===== config.mk =====
export PLATFORM = sky130hd
export DESIGN_NAME = spi_master
export DESIGN_NICKNAME = d
export VERILOG_FILES = /design/src/rtl/spi_master.sv
export SDC_FILE = /design/constraint.sdc
export NUM_CORES = 1
export LEC_CHECK = 0
export CAP_MARGIN = 20
export CORE_UTILIZATION = 30
export DETAILED_ROUTE_END_ITERATION = 8
export PLACE_DENSITY = 0.58
export SETUP_SLACK_MARGIN = 0.3
export SYNTH_ARGS = -nofsm -noshare
export SYNTH_HDL_FRONTEND = slang
export SYNTH_SLANG_ARGS = --single-unit

===== constraint.sdc =====
create_clock -name clk -period 3.04 [get_ports clk]
set_clock_uncertainty 0.2 [all_clocks]
set_input_delay 0.456 -clock clk [delete_from_list [all_inputs] [get_ports clk]]
set_output_delay 0.456 -clock clk [all_outputs]
set_load 0.05 [all_outputs]

===== src/rtl/spi_master.sv =====
`default_nettype none
// ============================================================================
// spi_master : mode-0 SPI master, 8-bit MSB-first frames, burst under one ss
// Revision   : 1.0
// ============================================================================
module spi_master #(
  parameter int CLK_DIV = 4
) (
  input  logic       clk,
  input  logic       rst,
  input  logic       start,
  input  logic [7:0] tdata,
  output logic       busy,
  output logic       done,
  output logic [7:0] rdata,
  output logic       ss,
  output logic       sck,
  output logic       mosi,
  input  logic       miso
);

  localparam int                 c_div_w    = $clog2(CLK_DIV);
  localparam logic [c_div_w-1:0] c_div_last = c_div_w'(CLK_DIV - 1);

  typedef enum logic [2:0] {
    ST_IDLE  = 3'd0,
    ST_SETUP = 3'd1,
    ST_SHIFT = 3'd2,
    ST_HOLD  = 3'd3,
    ST_GAP   = 3'd4
  } state_t;

  state_t             r_state, w_state_nxt;
  logic [c_div_w-1:0] r_div_cnt, w_div_nxt;
  logic [2:0]         r_bit_cnt, w_bit_nxt;
  logic [7:0]         r_tx_sh, w_tx_nxt;
  logic [7:0]         r_rx_sh, w_rx_nxt;
  logic [7:0]         r_rdata, w_rdata_nxt;
  logic               r_sck, w_sck_nxt;
  logic               r_ss, w_ss_nxt;
  logic               r_mosi, w_mosi_nxt;
  logic               r_busy, w_busy_nxt;
  logic               r_done, w_done_nxt;
  logic               w_div_end;
  logic               w_accept;

  assign w_div_end = (r_div_cnt == c_div_last);
  // r_done is high only in the first HOLD cycle, which is the burst window
  assign w_accept  = start && ((r_state == ST_IDLE) || ((r_state == ST_HOLD) && r_done));

  always_ff @(posedge clk) begin
    if (rst) begin
      r_state   <= ST_IDLE;
      r_div_cnt <= '0;
      r_bit_cnt <= '0;
      r_tx_sh   <= '0;
      r_rx_sh   <= '0;
      r_rdata   <= '0;
      r_sck     <= 1'b0;
      r_ss      <= 1'b1;
      r_mosi    <= 1'b0;
      r_busy    <= 1'b0;
      r_done    <= 1'b0;
    end else begin
      r_state   <= w_state_nxt;
      r_div_cnt <= w_div_nxt;
      r_bit_cnt <= w_bit_nxt;
      r_tx_sh   <= w_tx_nxt;
      r_rx_sh   <= w_rx_nxt;
      r_rdata   <= w_rdata_nxt;
      r_sck     <= w_sck_nxt;
      r_ss      <= w_ss_nxt;
      r_mosi    <= w_mosi_nxt;
      r_busy    <= w_busy_nxt;
      r_done    <= w_done_nxt;
    end
  end

  always_comb begin
    w_state_nxt = r_state;
    w_div_nxt   = w_div_end ? '0 : r_div_cnt + 1'b1;
    w_bit_nxt   = r_bit_cnt;
    w_tx_nxt    = r_tx_sh;
    w_rx_nxt    = r_rx_sh;
    w_rdata_nxt = r_rdata;
    w_sck_nxt   = r_sck;
    w_ss_nxt    = r_ss;
    w_mosi_nxt  = r_mosi;
    w_busy_nxt  = r_busy;
    w_done_nxt  = 1'b0;

    unique case (r_state)
      ST_IDLE: begin
        w_div_nxt = '0;
      end
      ST_SETUP: begin
        if (w_div_end) begin
          w_sck_nxt   = 1'b1;
          w_rx_nxt    = {r_rx_sh[6:0], miso};
          w_state_nxt = ST_SHIFT;
        end
      end
      ST_SHIFT: begin
        if (w_div_end) begin
          if (!r_sck) begin
            w_sck_nxt = 1'b1;
            w_rx_nxt  = {r_rx_sh[6:0], miso};
          end else begin
            w_sck_nxt = 1'b0;
            w_bit_nxt = r_bit_cnt + 1'b1;
            if (r_bit_cnt == 3'd7) begin
              w_rdata_nxt = r_rx_sh;
              w_done_nxt  = 1'b1;
              w_state_nxt = ST_HOLD;
            end else begin
              // mosi keeps the LSB after the last bit, so only shift mid-frame
              w_tx_nxt   = {r_tx_sh[6:0], 1'b0};
              w_mosi_nxt = r_tx_sh[6];
            end
          end
        end
      end
      ST_HOLD: begin
        if (w_div_end) begin
          w_ss_nxt    = 1'b1;
          w_state_nxt = ST_GAP;
        end
      end
      ST_GAP: begin
        if (w_div_end) begin
          w_busy_nxt  = 1'b0;
          w_state_nxt = ST_IDLE;
        end
      end
      default: begin
        w_state_nxt = ST_IDLE;
      end
    endcase

    if (w_accept) begin
      w_state_nxt = ST_SETUP;
      w_div_nxt   = '0;
      w_bit_nxt   = '0;
      w_tx_nxt    = tdata;
      w_mosi_nxt  = tdata[7];
      w_ss_nxt    = 1'b0;
      w_busy_nxt  = 1'b1;
    end
  end

  assign busy  = r_busy;
  assign done  = r_done;
  assign rdata = r_rdata;
  assign ss    = r_ss;
  assign sck   = r_sck;
  assign mosi  = r_mosi;

endmodule
`default_nettype wire


==> results.ini, run 1 <==
[routing]
drt_wl_total_um = 3030
ant_nets = 0
drt-wirelength-per-cell_um = 11.9
vias_per_cell = 4.57
detail_route.iter0.violations = 80
via_count = 1165
first_pass_iters = 3
drcViolationCount = 0

[final_layout]
fin_cells = 255
drive_above_1_share = 0.101
finalInstanceArea_um2 = 1900
final_cell_mix = dfxtp_1 (36), clkdlybuf4s50_1 (24), nor2_1 (21), nand2_1 (21), a21oi_1 (14)
n_antenna_cell = 0
fillers = 512
mostFrequentLayoutCell = dfxtp_1
area.growth.synth_to_final_pct = 23.6
post-route-util = 0.395
nNetsFinal = 202

[cts]
path_clk_slew_ns = 0.07
numCtsBuffers = 5
clock_path_buffers = 2
cts_max_level = 2
cts_resized = 0
cts_tree = built
clock-sinks = 36
root_buffer = clkbuf_8
clk-insertion-delay-late_ns = 0.29
ctsHoldBuffers = 0
cts_setup_buffers = 0

[grt]
grt_first_pass_wirelength_um = 5050
grt.overflow.total = 0
grt_max_degree = 31
grt.total_usage = 0.123
antenna_found_initial = 0
grt_pass1_vias = 1116

[synth]
async_reset_ff_frac = 0
ys.flop_type = dfxtp_1
ys_warn_count = 0
syn_inst = 163
synth.largest_area_cell = dfxtp_1
syn_area_per_cell_um2 = 9.43
synthesis.area_um2 = 1540
seq_area_frac_synth = 0.469
synthDistinctLibCells = 40
syn-num-nets = 178
ys_seq_elements = 36
synth_top_area_frac = 0.469
synth.area.top_cells = dfxtp_1 (47%), mux2i_1 (6.5%), nand2_1 (5.1%)
synth_edf_count = 0

[critical_path]
crit_path_end_kind = output pin
worstPathMaxFanout = 6
startpoint_type = flip-flop
required_ns = 2.38
path_delay_family = buffers and inverters
cp_num_buf_inv = 1
crit_slowest_cell = clkdlybuf4s50_1
path_cells = clkdlybuf4s50_1
critPathMaxStageDelay_ns = 0.84
arrival_ns = 1.55
path_class = flip-flop to output pin

[power_and_ir_drop]
vdd_ir_drop_max_v = 0.000291
leakagePower_nw = 0.747
power.density_nw_per_um2 = 481

[floorplan]
die_x_um = 73.6
die-area_um2 = 5420
num_rows = 25
die_h_um = 73.6
start_util = 0.319
pin_count = 25
fp.coreArea_um2 = 4820

[outcome]
status = completed

[timing]
max_freq_ghz = 0.454
rsz0062_at_grt = no
worst_hold_slack_ns = 0.231
slew_violations = 0
hold_viol_final = 0
min_period_over_period = 0.725
tightest_slew_ns = 0.498
final-setup-viol-count = 0
period_minus_slack_ns = 2.20
relSlewSlack = 0.667
fin_setup_tns_ns = 0

[placement]
dp.cells = 247
portBuffers = 24
dp_hpwl_um = 2020
placed_cell_area_um2 = 1810
place.gp.congestion = 0.729

[min_path]
hp-class = flip-flop to flip-flop

[flow_run]
cap_violations = 0

-- per-stage QoR --
stage,total power [W],setup WS [ns]
floorplan,0.000554,1.27
global placement,0.000580,1.05
detailed placement,0.000581,1.05
CTS,0.000930,0.823
global route,0.000956,0.770
finish,0.000915,0.836
-- synthesized netlist by cell type (all sizes together) (2+ instances only) --
library cell,number
dfxtp,36
nand2,21
nor2,21
a21oi,14
nand3,12
mux2i,10
a311oi,5
buf,5
nor2b,4
clkbuf,3
ha,3
o21ai,3
a22oi,2
nand2b,2
nand3b,2
nor3,2
-- layer usage --
layer | routed length, um | global-route usage | part of all wire
met1 | 1560 | 0.161 | 0.51
met2 | 1310 | 0.188 | 0.43
met3 | 122 | 0.0329 | 0.040
met4 | 47 | 0.0577 | 0.015
met5 | 0 | 0 | 0
-- worst paths after layout --
path / end / from / cells after the start / slack [ns]
hold reg to reg: r_div_cnt[0]$_SDFF_PP0_ / r_div_cnt[0]$_SDFF_PP0_ / 1 / 0.23
setup reg to reg: r_tx_sh[2]$_SDFFE_PP0P_ / r_bit_cnt[0]$_SDFFE_PP0P_ / 5 / 1.08
setup / recovery: sck / sck$_SDFFE_PP0P_ / 1 / 0.84
hold / removal: r_div_cnt[0]$_SDFF_PP0_ / r_div_cnt[0]$_SDFF_PP0_ / 1 / 0.23
-- cell type report --
cell class / instances / area [um^2] / area share
Tap cell: 67 / 83.8 / 0.0441
Sequential cell: 36 / 721 / 0.379
Multi-Input combinational cell: 117 / 747 / 0.393
Timing Repair Buffer: 26 / 255 / 0.134
Inverter: 1 / 3.75 / 0.00197
Clock buffer: 8 / 90.1 / 0.0474
-- kinds of logic after synthesis --
kind of cell | share of synthesized area
buf+inv | 0.0456
simple gates | 0.247
compound gates | 0.138
flops | 0.469
mux | 0.0651
fa+ha+maj | 0.0244
xor+xnor | 0.0114
-- sequential cells by signal, summed over array words and instances (netlist names) --
name / cells
busy: 1
done: 1
mosi: 1
r_bit_cnt: 3
r_div_cnt: 2
r_rx_sh: 8
r_state: 3
r_tx_sh: 7
rdata: 8
sck: 1
ss: 1
-- report_power, final --
group / switching, W / total, W / leakage [nW] / internal (W)
Sequential: 0.00000869 / 0.000493 / 0.293 / 0.000484
Clock: 0.000161 / 0.000346 / 0.0455 / 0.000185
Combinational: 0.0000419 / 0.0000764 / 0.409 / 0.0000345
Total: 0.000211 / 0.000915 / 0.747 / 0.000703
(Power assumes the default switching activity.)
==> inputs of run 2 (changes only) <==
- PLACE_DENSITY: 0.58 -> 0.6
- clock period: 3.04 -> 1.8 ns (I/O delays scaled with it)
==> run 2 against run 1 <==
Cell area grew 15%. Critical path type is now flip-flop to flip-flop. Die area is the same. Combinational power grew 110%. Critical path depth grew 4. Utilization grew 5.8 points. Setup slack lost 0.66 ns. Sequential cell count is the same. Via count grew 11%. Total power grew 75%. Sequential share of layout area shrank 4.3 points. Highest routed layer unchanged. Hold slack gained 0.0078 ns. Non-clock buffer count grew 15.
==> results.ini, run 2 (synthesis results as in run 1) <==
[placement]
place.gp.congestion = 0.710
dp_hpwl_um = 2210
dp.cells = 253
placed_cell_area_um2 = 1870
portBuffers = 24

[cts]
clk-insertion-delay-late_ns = 0.30
clock-sinks = 36
cts_max_level = 2
root_buffer = clkbuf_8
path_clk_slew_ns = 0.07
numCtsBuffers = 5
cts_tree = built
ctsHoldBuffers = 0
clock_path_buffers = 2

[timing]
min_period_over_period = 0.904
fin_setup_tns_ns = 0
final-setup-viol-count = 0
tightest_slew_ns = 0.334
max_freq_ghz = 0.615
slew_violations = 0
period_minus_slack_ns = 1.63
relSlewSlack = 0.776
hold_viol_final = 0
rsz0062_at_grt = yes

[final_layout]
nNetsFinal = 218
fin_cells = 271
n_antenna_cell = 0
fillers = 500
finalInstanceArea_um2 = 2180
area.growth.synth_to_final_pct = 41.9
final_cell_mix = dfxtp_1 (27), buf_4 (27), nor2_1 (19)
drive_above_1_share = 0.412
seq_area_um2 = 734
multi_input_area_um2 = 906

[min_path]
hp-class = flip-flop to flip-flop

[floorplan]
die_x_um = 73.6
die-area_um2 = 5420
die_h_um = 73.6
pin_count = 25
start_util = 0.319
num_rows = 25
fp.coreArea_um2 = 4820

[grt]
antenna_found_initial = 0
grt_max_degree = 21
grt_first_pass_wirelength_um = 5780
grt_pass1_vias = 1215
grt.total_usage = 0.147
grt.overflow.total = 0

[flow_run]
cap_violations = 0

[routing]
first_pass_iters = 4
drt-wirelength-per-cell_um = 13.6
ant_nets = 0
via_count = 1292
drt_wl_total_um = 3680
vias_per_cell = 4.77
detail_route.iter0.violations = 53
drcViolationCount = 0

[power_and_ir_drop]
p_int_w = 0.00121
leakagePower_nw = 0.869
swShare = 0.244
vdd_ir_drop_max_v = 0.000416
power.total_w = 0.00160
netSwitchingPower_w = 0.000389
seqPwrFrac = 0.523
clkPwrFrac = 0.375
power_frac_comb = 0.103
power.density_nw_per_um2 = 732

[critical_path]
reg2reg_setup_slack_ns = 0.17
arrival_ns = 1.60
worstPathMaxFanout = 8
crit_path_end_kind = flip-flop
path_class = flip-flop to flip-flop
startpoint_type = flip-flop
required_ns = 1.77

[outcome]
status = completed

## run 2: cell types whose count changed in the layout (fill, tap and decap cells not counted), moves of 3 or more
cell             change
ha_1                 -3
nand2_1              -9
dfxtp_2              +8
buf_4               +25
ha_4                 +3
clkdlybuf4s50_1     -13
nand2_2              +9
dfxtp_1              -9
nand3_1              -3
## run 2: path summary, 6_finish.rpt
check,startpoint,end,cells after the start
hold reg to reg,r_div_cnt[0]$_SDFF_PP0_,r_div_cnt[0]$_SDFF_PP0_,1
hold / removal,r_div_cnt[0]$_SDFF_PP0_,r_div_cnt[0]$_SDFF_PP0_,1
setup / recovery,r_bit_cnt[0]$_SDFFE_PP0P_,r_tx_sh[1]$_SDFFE_PP0P_,5
setup reg to reg,r_bit_cnt[0]$_SDFFE_PP0P_,r_tx_sh[1]$_SDFFE_PP0P_,5
## run 2: critical path, cell delays in order, from the launching register on
cell and delay (ns):
dfxtp_2 0.34, ha_4 0.16, ha_4 0.17, or3_4 0.45, nand2_2 0.10, a311oi_2 0.09
## run 2: metrics by stage
step | worst slack [ns] | utilization | hold slack, ns
final | 0.173 | 0.453 | 0.239
after global routing | 0.112 | 0.453 | 0.249
after CTS | 0.165 | 0.438 | 0.249
after detailed placement | 0.0246 | 0.388 | 0.250
after global placement | 0.0662 | 0.388 | 0.250
after floorplan | 0.208 | - | 0.206
## run 2: cell type report
cell class                      count  area share
Tap cell                           67      0.0384
Timing Repair Buffer               41       0.167
Clock buffer                        8      0.0413
Inverter                            1     0.00172
Multi-Input combinational cell    118       0.415
Sequential cell                    36       0.337
## run 2: power groups by stage
stage	Combinational [W]	Clock [W]	Sequential, W
detailed placement	0.000138	0	0.000849
global placement	0.000137	0	0.000849
finish	0.000164	0.000598	0.000834
CTS	0.000156	0.000613	0.000833
global route	0.000177	0.000656	0.000837
floorplan	0.0000709	0	0.000864
## run 2: layer usage
layer | vias to the layer above | share of wire | track usage
met5 | - | 0 | 0
met4 | 0 | 0.019 | 0.0748
met3 | 8 | 0.039 | 0.0425
met2 | 29 | 0.44 | 0.207
met1 | 604 | 0.50 | 0.201
li1 | 651 | - | -
## run 2: timing repair
item | 4_1_cts | 5_1_grt
pin swaps | 19 | 21
gates cloned | 1 | 0
gates resized for setup | 18 | 14
buffers inserted | 6 | 3
setup endpoints to repair | 34 | 29
